$ cat src/rtl/hazard_detect.sv
// Tracks the two youngest in-flight writers (EX and MEM) and flags forwarding or stall for the ID instruction.
// Forward codes are registered (1-cycle latency); stall is combinational and holds IF/ID while EX takes a bubble.
module hazard_detect (
  input  logic       clk,
  input  logic       rst_n,
  input  logic       id_valid,
  input  logic [6:0] id_op,
  input  logic [4:0] id_rs1,
  input  logic [4:0] id_rs2,
  input  logic [4:0] id_rd,
  input  logic       flush,
  output logic       stall,
  output logic       is_hazard1,
  output logic [2:0] hazard_reg1,
  output logic       is_hazard2,
  output logic [2:0] hazard_reg2,
  output logic [6:0] op
);

  localparam logic [6:0] OP_LOAD   = 7'b0000011;
  localparam logic [6:0] OP_STORE  = 7'b0100011;
  localparam logic [6:0] OP_BRANCH = 7'b1100011;
  localparam logic [6:0] OP_OP     = 7'b0110011;
  localparam logic [6:0] OP_LUI    = 7'b0110111;
  localparam logic [6:0] OP_AUIPC  = 7'b0010111;
  localparam logic [6:0] OP_JAL    = 7'b1101111;

  function automatic logic writes_rd(input logic [6:0] o);
    return (o != OP_BRANCH) && (o != OP_STORE);
  endfunction

  function automatic logic uses_rs1(input logic [6:0] o);
    return (o != OP_LUI) && (o != OP_AUIPC) && (o != OP_JAL);
  endfunction

  function automatic logic uses_rs2(input logic [6:0] o);
    return (o == OP_BRANCH) || (o == OP_STORE) || (o == OP_OP);
  endfunction

  logic       n_valid_q, n_valid_d;
  logic [4:0] n_rd_q, n_rd_d;
  logic [6:0] n_op_q, n_op_d;
  logic       f_valid_q, f_valid_d;
  logic [4:0] f_rd_q, f_rd_d;
  logic [6:0] f_op_q, f_op_d;
  logic       is_hazard1_q, is_hazard1_d;
  logic [2:0] hazard_reg1_q, hazard_reg1_d;
  logic       is_hazard2_q, is_hazard2_d;
  logic [2:0] hazard_reg2_q, hazard_reg2_d;
  logic [6:0] op_q, op_d;

  logic n_wr, f_wr, nh1, nh2, fh1, fh2, stall_c, advance;

  always_comb begin
    n_wr = n_valid_q && writes_rd(n_op_q) && (n_rd_q != 5'd0);
    f_wr = f_valid_q && writes_rd(f_op_q) && (f_rd_q != 5'd0);
    nh1  = n_wr && uses_rs1(id_op) && (n_rd_q == id_rs1);
    nh2  = n_wr && uses_rs2(id_op) && (n_rd_q == id_rs2);
    // The nearer producer holds the newer value, so it masks the far one.
    fh1  = f_wr && uses_rs1(id_op) && (f_rd_q == id_rs1) && !nh1;
    fh2  = f_wr && uses_rs2(id_op) && (f_rd_q == id_rs2) && !nh2;

    stall_c = id_valid && (((n_op_q == OP_LOAD) && (nh1 || nh2)) ||
                           (nh1 && nh2) || (fh1 && fh2));
    advance = id_valid && !stall_c && !flush;

    n_valid_d = advance;
    n_rd_d    = advance ? id_rd : 5'd0;
    n_op_d    = advance ? id_op : 7'd0;
    f_valid_d = n_valid_q;
    f_rd_d    = n_rd_q;
    f_op_d    = n_op_q;

    is_hazard1_d  = 1'b0;
    hazard_reg1_d = 3'd0;
    is_hazard2_d  = 1'b0;
    hazard_reg2_d = 3'd0;
    op_d          = op_q;
    if (advance) begin
      is_hazard1_d  = nh1 || nh2;
      hazard_reg1_d = nh1 ? 3'd1 : (nh2 ? 3'd2 : 3'd0);
      is_hazard2_d  = fh1 || fh2;
      hazard_reg2_d = fh1 ? 3'd3 : (fh2 ? 3'd4 : 3'd0);
      op_d          = f_valid_q ? f_op_q : 7'd0;
    end
  end

  always_ff @(posedge clk or negedge rst_n) begin
    if (!rst_n) begin
      n_valid_q     <= 1'b0;
      n_rd_q        <= 5'd0;
      n_op_q        <= 7'd0;
      f_valid_q     <= 1'b0;
      f_rd_q        <= 5'd0;
      f_op_q        <= 7'd0;
      is_hazard1_q  <= 1'b0;
      hazard_reg1_q <= 3'd0;
      is_hazard2_q  <= 1'b0;
      hazard_reg2_q <= 3'd0;
      op_q          <= 7'd0;
    end else begin
      n_valid_q     <= n_valid_d;
      n_rd_q        <= n_rd_d;
      n_op_q        <= n_op_d;
      f_valid_q     <= f_valid_d;
      f_rd_q        <= f_rd_d;
      f_op_q        <= f_op_d;
      is_hazard1_q  <= is_hazard1_d;
      hazard_reg1_q <= hazard_reg1_d;
      is_hazard2_q  <= is_hazard2_d;
      hazard_reg2_q <= hazard_reg2_d;
      op_q          <= op_d;
    end
  end

  assign stall       = stall_c;
  assign is_hazard1  = is_hazard1_q;
  assign hazard_reg1 = hazard_reg1_q;
  assign is_hazard2  = is_hazard2_q;
  assign hazard_reg2 = hazard_reg2_q;
  assign op          = op_q;

endmodule

$ cat config.mk
export PLATFORM = sky130hd
export DESIGN_NAME = hazard_detect
export DESIGN_NICKNAME = d
export VERILOG_FILES = /design/src/rtl/hazard_detect.sv
export SDC_FILE = /design/constraint.sdc
export NUM_CORES = 1
export LEC_CHECK = 0
export CAP_MARGIN = 10
export CELL_PAD_IN_SITES_DETAIL_PLACEMENT = 1
export CELL_PAD_IN_SITES_GLOBAL_PLACEMENT = 2
export CORE_MARGIN = 1
export CORE_UTILIZATION = 35
export CTS_BUF_LIST = sky130_fd_sc_hd__clkbuf_4 sky130_fd_sc_hd__clkbuf_8
export DETAILED_ROUTE_END_ITERATION = 10
export GPL_TIMING_DRIVEN = 1
export PLACE_DENSITY_LB_ADDON = 0.1
export SYNTH_ARGS = -nofsm -noshare
export SYNTH_HDL_FRONTEND = slang
export SYNTH_SLANG_ARGS = --single-unit
$ cat constraint.sdc
create_clock -name clk -period 3.86 [get_ports clk]
set_clock_uncertainty 0.15 [all_clocks]
set_input_delay 0.579 -clock clk [delete_from_list [all_inputs] [get_ports clk]]
set_output_delay 0.579 -clock clk [all_outputs]
set_load 0.01 [all_outputs]
Word level (Yosys, flattened, before mapping)
Cells that the tools add are included.
Storage, ports and cells
  memories: 0
  bits in writable memories: 0
  output and inout bits: 16
  latch bits: 0
  bits in registers: 41
  memory bits (read-only): 0
Operators by class
  multiply operators: 0
  shifts and indexed selects: 0
  reductions and logical operators: 36
  bitwise gates (word level): 0
  equal/unequal tests: 15
  $lt $le $gt $ge: 0
  multiplexer cells: 11
  div/mod/pow operators: 0
  $add $sub $neg: 0
Operators by type and width (number)
  1-bit logical AND: 24
  7-bit by 6-bit inequality test with 1-bit output (second input constant): 3
  7-bit inequality test (second input constant): 3
  5-bit == test: 4
  7-bit by 6-bit == test with 1-bit output (second input constant): 2
  7-bit two-way mux: 2
  5-bit nonzero test: 2
  3-bit two-way mux: 3
  7-bit by 2-bit == test with 1-bit output (second input constant): 1
  7-bit == test (second input constant): 1
  7-bit by 5-bit inequality test with 1-bit output (second input constant): 1
  1-bit logical OR: 6
  2-bit two-way mux: 3
  5-bit two-way mux: 1
  1-bit zero test: 4
  1-bit two-way mux: 2

Depth between registers and ports, before layout
Gate-level depths: netlist of run 1.
  depth after elaboration: 15
  depth in mapped cells: 8

Worst setup path before layout of run 1
OpenSTA, ideal clock, no wires.
  kind: reg2out
  start point: reg n_rd_q[1] (netlist: f_rd_d[1])
  end point: out stall
  data arrival time: 1.950 ns
  setup slack: 1.181 ns
  cell stages (with the launch flop): 7
  required time: 3.131 ns
  cells stage by stage: dfrtp_1 > or4_1 > o21ai_2 > nor4_2 > nor4_4 > nand2_1 > a21boi_0
On the way
  cells in the longest elaborated chain, start to end: 9
RTL lines
  from (decl): RTL line 41  | logic [4:0] n_rd_q, n_rd_d;
  from (signal assigned): RTL line 103  | n_rd_q <= n_rd_d;
  5-bit nonzero test: RTL line 55  | n_wr = n_valid_q && writes_rd(n_op_q) && (n_rd_q != 5'd0);
  1-bit logical AND: RTL line 55
  1-bit logical AND, on equally long branches (2 in a row): RTL line 57, 58
  1-bit logical OR (tied with other cells): RTL line 63  | stall_c = id_valid && (((n_op_q == OP_LOAD) && (nh1 || nh2)) ||
  1-bit logical AND, on equally long branches: RTL line 63, 60, 61
  1-bit logical OR or 1-bit logical AND (tied branches): RTL line 63, 64
  1-bit logical OR (*): RTL line 64  | (nh1 && nh2) || (fh1 && fh2));
  1-bit logical AND (*): RTL line 63
  to (decl): RTL line 12  | output logic stall,
Mark *: on every way between the ends. The rest lies on a longest branch, timed or not.

Worst setup path after layout of run 1
Same ends and word-level chain as after synthesis.

==> results.md, run 1 <==
* Status: completed
* Avg Vias per Cell at 4.592
* CTS Hold Bufs at 0
* Final #Nets at 223
* Post-layout minimum cycle time at 3.650 ns
* RSZ-0062 raised after global routing: false
* Clock Latency Late Sink at 0.29 ns
* Share of cells above drive strength 1 at 9.596%
* Post-DP HPWL at 2814 um
* Post-Route Setup TNS at 0 ns
* Synth cell types at 32
* Simple-gate portion of the synthesized area at 19.44%
* Top cells by area, synth: dfrtp_1 56%, xnor2_1 8.1%, mux2i_1 4.0%, and2_1 4.0%, nand2_1 3.0%
* CP Cell Sequence: or4_1 > o21ai_2 > nor4_2 > buf_4 > nor4_4 > nand2_1 > a21boi_0 > clkdlybuf4s50_1
* Vias in the first global route at 1347
* Vert. Die Dim at 72.34 um
* Multiplexer share of the synthesized area at 4.046%
* CTS tree: yes
* Clock Tree Buf Depth at 2
* Clock slew at reported path FFs at 0.08 ns
* # rows at 25
* Max_cap viols at 0
* CP peak stage delay at 0.56 ns
* Number of top-level design ports at 42
* Slew of the pin with the lowest slew margin at 0.8456 ns
* Reg2Reg Launch Point: f_rd_d[1]
* Post-synthesis adder-cell area fraction at 0%
* Slew Viols, Final at 0
* FF-to-FF path depth at 8
* CP required at 3.13 ns
* Top cell type's share of synthesized area at 56.36%
* Initial antenna violation count at 0
* Maximum fanout along the worst path at 5
* Path category of the worst min-delay check: in2async
* Post-CTS Resized at 0
* Primary FF master, synth: dfrtp_1
* Critical path's top delay family: simple AND/OR/NAND/NOR gates
* Detailed-route DRC error count at 0
* Worst R2R Setup Slack at 1.10 ns
* Main combinational cell family by area after synthesis: simple AND/OR/NAND/NOR gates
* Setup WS post-layout at 0.2097 ns
* Number of flops mapped to enable cells by yosys at 0
* P per Cell Area at 378.2 nW/um2
* Compound-Gate Fraction of Synth Area at 5.853%
* Post-synthesis area per instance at 11.47 um2
* Ys Warns at 0
* WL/cell at 13.68 um
* GRT Resource Usage Total at 15.63%
* Final period util at 94.57%
* Cell taking the most area after synthesis: dfrtp_1
* Synth Instances at 151
* Remaining antenna violation count at 0
* CP Data Arrival Time at 2.92 ns
* Filler Cells Inserted at 532
* Critical Path End Type: output pin
* Core footprint at 4755 um2
* Leak at 0.9582 nW
* Final number of setup-violating endpoints at 0
* Pin count of the biggest net entering global routing at 40
* Initial Utilization at 36.42%
* Syn Std Cell Area at 1732 um2
* Starting DRT DRC Count at 55
* First-pass GRT wire length at 6154 um
* Fin. Hold Viols at 0
* Vias at 1217
* Die W at 72.34 um
* H-tree Lvls at 2
* GP Congestion at 0.8424
* Post-synthesis register bit count at 39
* Syn nets at 177
* CP Launch Type: register
* Syn-to-layout area delta at 34.18%
* CTS root buf: clkbuf_8
* Max VDD drop at 0.0002149 V
* Cts bufs inserted at 5
* Die Area at 5233 um2
* XOR/XNOR Fraction of Synth Area at 10.12%
* Clock sinks at 39
* Drt pass-1 iters at 4
* CP max-delay cell: clkdlybuf4s50_1
* Slew headroom at 43.63%
* Register area share after synthesis at 56.36%
* Gr ovfl total at 0
* R2R Path End: op[0]
* Routed wire length at 3626 um
* Buf+Inv Stages, Crit Path at 2
* I/O Buffers at 40
* Antenna Cells at 0
* Setup WS pre-CTS at 0.3151 ns
* Setup CP Type: reg2out
* Max frequency at 274.0 MHz
* Post-CTS Setup Bufs at 0
* Ys async rst share at 100.0%
==> worst max path at each step <==
stage	from	end	slack (ns)	depth (start not counted)
4_1_cts	f_rd_d[1]	stall	0.18	8
2_1_floorplan	f_rd_d[1]	stall	1.18	6
5_1_grt	f_rd_d[1]	stall	0.04	8
3_5_place_dp	id_rs1[4]	stall	0.32	8
3_3_place_gp	id_rs2[4]	stall	0.33	8
6_report	f_rd_d[1]	stall	0.21	8
==> cells in the final DEF (no fill, tap or decap), types with 2 or more instances in the layout <==
master	count
and2_1	11
xor2_1	4
nor4_2	2
nand2_1	14
mux2i_1	7
nor2_1	7
clkbuf_8	6
inv_1	10
dfrtp_1	39
xnor2_1	16
nor4b_1	2
nand2b_1	4
a21oi_1	5
clkdlybuf4s50_1	39
nand3_1	6
nand4_1	3
nor4_1	3
buf_4	3
==> metrics by stage <==
stage | utilization (%) | power (mW) | std cells | hold slack, ns | area [um2]
after floorplan | - | 0.4800 | 151 | 0.1334 | 1732
after global placement | 46.32 | 0.5291 | 257 | 0.2118 | 2202
after detailed placement | 46.32 | 0.5315 | 257 | 0.2239 | 2202
after CTS | 48.87 | 0.8930 | 265 | 0.2433 | 2323
after global routing | 48.87 | 0.9201 | 265 | 0.2494 | 2323
final | 48.87 | 0.8788 | 265 | 0.2388 | 2323
==> routing by layer <==
metal / track usage (%) / vias to the layer above / part of all wire, %
li1: - / 586 / -
met1: 19.66 / 593 / 45
met2: 25.96 / 33 / 49
met3: 3.889 / 5 / 4.6
met4: 5.882 / 0 / 1.5
met5: 0 / - / 0
==> final cells by class <==
cell class / instances / area [um2] / share of cell area (%)
Clock buffer: 6 / 82.58 / 3.554
Clock inverter: 2 / 38.79 / 1.669
Inverter: 10 / 37.54 / 1.616
Multi-Input combinational cell: 98 / 686.9 / 29.56
Sequential cell: 39 / 975.9 / 42.00
Tap cell: 67 / 83.83 / 3.608
Timing Repair Buffer: 43 / 417.9 / 17.99
==> cells by family (layout without fill, tap and decap cells) <==
group | after synthesis | count (layout)
flops | 39 | 39
other cells | 1 | 1
compound gates | 12 | 12
simple gates | 58 | 58
buf+inv | 14 | 61
mux | 7 | 7
xor+xnor | 20 | 20
==> registers in the layout, summed over array words and instances (netlist names) <==
register	count
f_op_q	7
f_valid_d	1
is_hazard1	1
hazard_reg2	2
f_valid_q	1
op	7
hazard_reg1	2
f_rd_q	5
f_rd_d	5
f_op_d	7
is_hazard2	1
==> report_power, final <==
part	internal (mW)	leakage [nW]	switching, mW	total (mW)
Clock	0.213	0.0618	0.145	0.357
Sequential	0.421	0.529	0.0117	0.433
Combinational	0.0484	0.367	0.0405	0.0889
==> synthesized netlist by cell type (all sizes together) (4+ instances only) <==
master,n
a21oi,6
and2,11
buf,4
dfrtp,39
inv,10
mux2i,7
nand2,14
nand2b,4
nand3,6
nor2,7
nor4,6
xnor2,16
xor2,4
==> worst register-to-register path: stages (launching register included) <==
cell      delay, ns
dfrtp_1        0.44
or4_1          0.55
o21ai_2        0.18
nor4_2         0.11
buf_4          0.17
a31oi_2        0.22
o21bai_4       0.15
a21oi_4        0.46
mux2i_1        0.27
Power figures use the tool's default switching activity.
==> run 2: changes to the inputs <==
SLEW_MARGIN = 0   (was not set)
==> results of run 2 <==
Same layout as run 1: the final DEF is identical, and so are final timing and power.
==> RTL change 1 (settings of run 2) <==
Reset style: synchronous (`rst_n`), changed in one clocked block.
--- a/src/rtl/hazard_detect.sv
+++ b/src/rtl/hazard_detect.sv
@@ -85,7 +85,7 @@
     end
   end
 
-  always_ff @(posedge clk or negedge rst_n) begin
+  always_ff @(posedge clk) begin
     if (!rst_n) begin
       n_valid_q     <= 1'b0;
       n_rd_q        <= 5'd0;
Behaviour: differs if rst_n is asserted again (counterexample within 4 cycles, from zero or initial values and one cycle with rst_n low); with rst_n held inactive, the same outputs for 10 cycles.
==> RTL change 1 against run 2 <==
Sequential cell count stayed put; power is 14% lower; critical path depth increased by 1; setup slack improved by 14 ps; synthesized area is 5.3% lower; hold slack improved by 63 ps; the run now ends with DRC left; routed wire length increased by 0.39%; largest power group unchanged; final area fell by 5.7%.
==> RTL change 1: results (changes against run 2) <==
{| class="wikitable"
! Metric !! Value
|-
| Count of cell types in the netlist || 36 (+13%)
|-
| Net count after synthesis || 193 (+9.0%)
|-
| Max FO, Critical Path || 3 (-2)
|-
| Pint || 0.000583 W (-15%)
|-
| Post-synth top cells || 39 x sky130_fd_sc_hd__dfxtp_1, 27 x sky130_fd_sc_hd__and2_1, 16 x sky130_fd_sc_hd__nand3_1
|-
| Mean routed wirelength per cell || 13.8 µm (+1.1%)
|-
| Reg-to-reg startpoint || f_rd_d[0]
|-
| Violated checks || DRC
|-
| Critical R2R Capture || op[3]
|-
| Fraction of final layout cells sized beyond drive strength 1 || 0.0948 (-0.00117)
|-
| Hold slack || 302 ps (+63.4 ps)
|-
| Routed wl met3 || 152 µm (-7.9%)
|-
| RD Place Congestion || 0.776 (-7.8%)
|-
| Min-Delay Path Class || reg2reg
|-
| PnR worst setup slack || 224 ps (+14.0 ps)
|-
| Crit path arrival time || 2910 ps (about the same)
|-
| Tot GR Track Use || 0.162 (+0.00530)
|-
| Final net count || 236 (+5.8%)
|-
| Worst-path cell with the longest stage delay || sky130_fd_sc_hd__or4_4
|-
| M1 wire length || 1.63 mm (-0.31%)
|-
| Worst Max-Slew Pin Slew || 870 ps (+24.5 ps)
|-
| Outcome || finished, violations left
|-
| Top cells by area in the synthesized netlist || sky130_fd_sc_hd__dfxtp_1 48%, sky130_fd_sc_hd__and2_1 10%, sky130_fd_sc_hd__xnor2_1 7.5%
|-
| Reg-to-reg slack, setup || 1320 ps (+220 ps)
|-
| Global-route met2 utilization || 0.288 (+0.0284)
|-
| Iteration count of the initial detailed-routing pass || 7 (+3)
|-
| Worst slack at placement || -116 ps (-432 ps)
|-
| Final HPWL from detailed placement || 2.91 mm (+3.6%)
|-
| Area of placed instances || 2090 µm² (-5.1%)
|-
| Maximum vdd ir drop || 0.174 mV (-19%)
|-
| Met3 Track Usage GR || 0.0491 (+0.0102)
|-
| Post-CTS resize count || 4 (+4)
|-
| Amount of wire on met2 after detailed routing || 1.80 mm (+1.6%)
|-
| Leakage || 0.813 nW (-15%)
|-
| Starting DRC count in detailed routing || 33 (-40%)
|-
| First-pass GRT wire length || 6.01 mm (-2.4%)
|-
| Fraction of the yosys area taken by sequential cells || 0.476 (-0.0876)
|-
| Setup crit start || id_op[4]
|-
| Residual DRC || 6 (+6)
|-
| Ys async rst share || 0 (-1.00)
|}
RTL change 1: power by group through the flow:
stage | registers [W] | clock network (W) | logic [W]
final | 0.000413 | 0.000275 | 0.0000709
after CTS | 0.000413 | 0.000284 | 0.0000716
after floorplan | 0.000421 | 0 | 0.0000354
after detailed placement | 0.000423 | 0 | 0.0000701
after global routing | 0.000414 | 0.000301 | 0.0000772
after global placement | 0.000423 | 0 | 0.0000672
RTL change 1: logic make-up after synthesis:
group | synth area share
simple gates | 0.285
flops | 0.476
xor+xnor | 0.117
buf+inv | 0.0351
compound gates | 0.0359
mux | 0.0427
fa+ha+maj | 0.00610
other cells | 0.00229
RTL change 1: area by class of cell:
class	instances	area, µm²
Fill cell	510	2250
Multi-Input combinational cell	117	817
Sequential cell	39	781
Timing Repair Buffer	44	429
Clock buffer	6	76.3
Tap cell	52	65.1
Clock inverter	2	12.5
Inverter	3	11.3
==> RTL change 2 (flow settings as in run 2) <==
Made on the original files. Take the reset off `op_q` and load it in a clocked block of its own.
--- a/src/rtl/hazard_detect.sv
+++ b/src/rtl/hazard_detect.sv
@@ -97,7 +97,6 @@
       hazard_reg1_q <= 3'd0;
       is_hazard2_q  <= 1'b0;
       hazard_reg2_q <= 3'd0;
-      op_q          <= 7'd0;
     end else begin
       n_valid_q     <= n_valid_d;
       n_rd_q        <= n_rd_d;
@@ -109,8 +108,11 @@
       hazard_reg1_q <= hazard_reg1_d;
       is_hazard2_q  <= is_hazard2_d;
       hazard_reg2_q <= hazard_reg2_d;
-      op_q          <= op_d;
     end
+  end
+
+  always_ff @(posedge clk) begin
+    op_q <= op_d;
   end
 
   assign stall       = stall_c;
Behaviour: differs if rst_n is asserted again (counterexample within 4 cycles, from zero or initial values and one cycle with rst_n low); with rst_n held inactive, the same outputs for 10 cycles.
==> RTL change 2 against run 2 <==
Setup slack improved by 8.1 ps; sequential power increased by 2%; critical path depth decreased by 1; sequential cell count unchanged; synthesized area increased by 2.5%; core utilization about the same; final area grew 0.75%; routed wire length rose by 6.0%; power is 10% lower; largest cell class unchanged.
==> RTL change 2: results (changes against run 2) <==
{| class="wikitable"
! Metric !! Value
|-
| Ys async rst share || 0.821 (-0.179)
|-
| Final HPWL from detailed placement || 3.16 mm (+12%)
|-
| Number of CTS-inserted buffers || 5 (unchanged)
|-
| Clock insertion delay at the later pin of the skew report || roughly 280 ps
|-
| Final wirelength || 3.84 mm (+6.0%)
|-
| Longest individual stage delay on the worst path || 480 ps (-80 ps)
|-
| Net count after synthesis || 183 (+3.4%)
|-
| Iteration count of the initial detailed-routing pass || 4 (unchanged)
|-
| Number of global-route vias before repair || 1,375 (+2.1%)
|-
| # fillers || 532 (unchanged)
|-
| Top FF cell, synth || sky130_fd_sc_hd__dfrtp_1
|-
| Pin count of the biggest net entering global routing || 33 (-18%)
|-
| Fraction of final layout cells sized beyond drive strength 1 || 0.113 (+0.0168)
|-
| Count of cell types in the netlist || 41 (+28%)
|-
| Starting DRC count in detailed routing || 18 (-67%)
|-
| Maximum vdd ir drop || 0.159 mV (-26%)
|-
| Worst Max-Slew Pin Slew || 839 ps (-7.00 ps)
|-
| Leakage || 0.969 nW (+1.1%)
|-
| Worst-path cell with the longest stage delay || sky130_fd_sc_hd__nor3_1
|-
| Outcome || finished clean
|-
| Vias per cell || 4.82 (+4.9%)
|-
| CTS HTree Levels || 2 (unchanged)
|-
| Post-synth top cells || 32 x sky130_fd_sc_hd__dfrtp_1, 18 x sky130_fd_sc_hd__nor2_1, 15 x sky130_fd_sc_hd__nand2_1
|-
| Tot GR Track Use || 0.163 (+0.00715)
|-
| Min-Delay Path Class || reg2reg
|-
| Critical R2R Capture || op[4]
|-
| Final net count || 229 (+2.7%)
|-
| Fin Setup TNS || 0 ps (unchanged)
|-
| Crit path arrival time || 2910 ps (about the same)
|-
| First-pass GRT wire length || 6.46 mm (+4.9%)
|-
| Deepest clock path buffer count || 2 (unchanged)
|-
| Initial antenna violation count || 0 (unchanged)
|-
| Reg-to-reg startpoint || f_rd_d[0]
|-
| Top cells by area in the synthesized netlist || sky130_fd_sc_hd__dfrtp_1 45%, sky130_fd_sc_hd__edfxtp_1 12%, sky130_fd_sc_hd__xnor2_1 6.4%
|-
| RD Place Congestion || 0.898 (+6.6%)
|-
| Number of input and output port buffers inserted || 40 (unchanged)
|-
| PnR worst setup slack || 218 ps (+8.11 ps)
|-
| Number of flops mapped to enable cells by yosys || 7 (+7)
|-
| Hold slack || 251 ps (+12.6 ps)
|-
| Fraction of the yosys area taken by sequential cells || 0.570 (+0.00623)
|-
| Reg-to-reg slack, setup || 980 ps (-120 ps)
|}
[RTL change 2: critical path: cells and delay by family]
kind / cells / cell delay, ps
AND/OR/NAND/NOR: 4 / 990
buffers and inverters: 2 / 950
AO/OA/AOI/OAI: 1 / 380
[RTL change 2: cell type report]
cell class | count | area, µm² | area share
Inverter | 2 | 7.51 | 0.00321
Tap cell | 67 | 83.8 | 0.0358
Clock inverter | 3 | 15.0 | 0.00641
Timing Repair Buffer | 43 | 423 | 0.181
Multi-Input combinational cell | 112 | 732 | 0.313
Clock buffer | 5 | 68.8 | 0.0294
Sequential cell | 39 | 1010 | 0.432
[RTL change 2: cell families after synthesis]
family / synth area share
AO/OA/AOI/OAI: 0.0621
XOR/XNOR: 0.104
buffers and inverters: 0.0176
flip-flops: 0.570
other: 0.00211
AND/OR/NAND/NOR: 0.245
[RTL change 2: through the flow]
step / instance area [µm²] / instances
final: 2340 / 271
after global routing: 2340 / 271
after CTS: 2340 / 271
after detailed placement: 2260 / 263
after global placement: 2260 / 263
after floorplan: 1770 / 157
[RTL change 2: worst max-delay path by stage]
stage / end / startpoint / depth (start not counted)
floorplan: op[0] / id_op[1] / 6
global route: stall / id_op[0] / 8
CTS: stall / id_op[0] / 7
global placement: stall / id_op[1] / 7
finish: stall / id_op[0] / 7
detailed placement: stall / id_op[0] / 7
[RTL change 2: power breakdown]
part / switching [W] / internal [W]
sequential: 0.0000117 / 0.000431
clock: 0.000133 / 0.000123
combinational: 0.0000421 / 0.0000473
[RTL change 2: routing by layer]
metal,vias to the layer above,wire length [µm],global-route usage
met5,-,0,0
met4,0,66,0.0654
met3,7,100,0.0249
met2,26,2000,0.289
met1,638,1680,0.198
li1,635,-,-
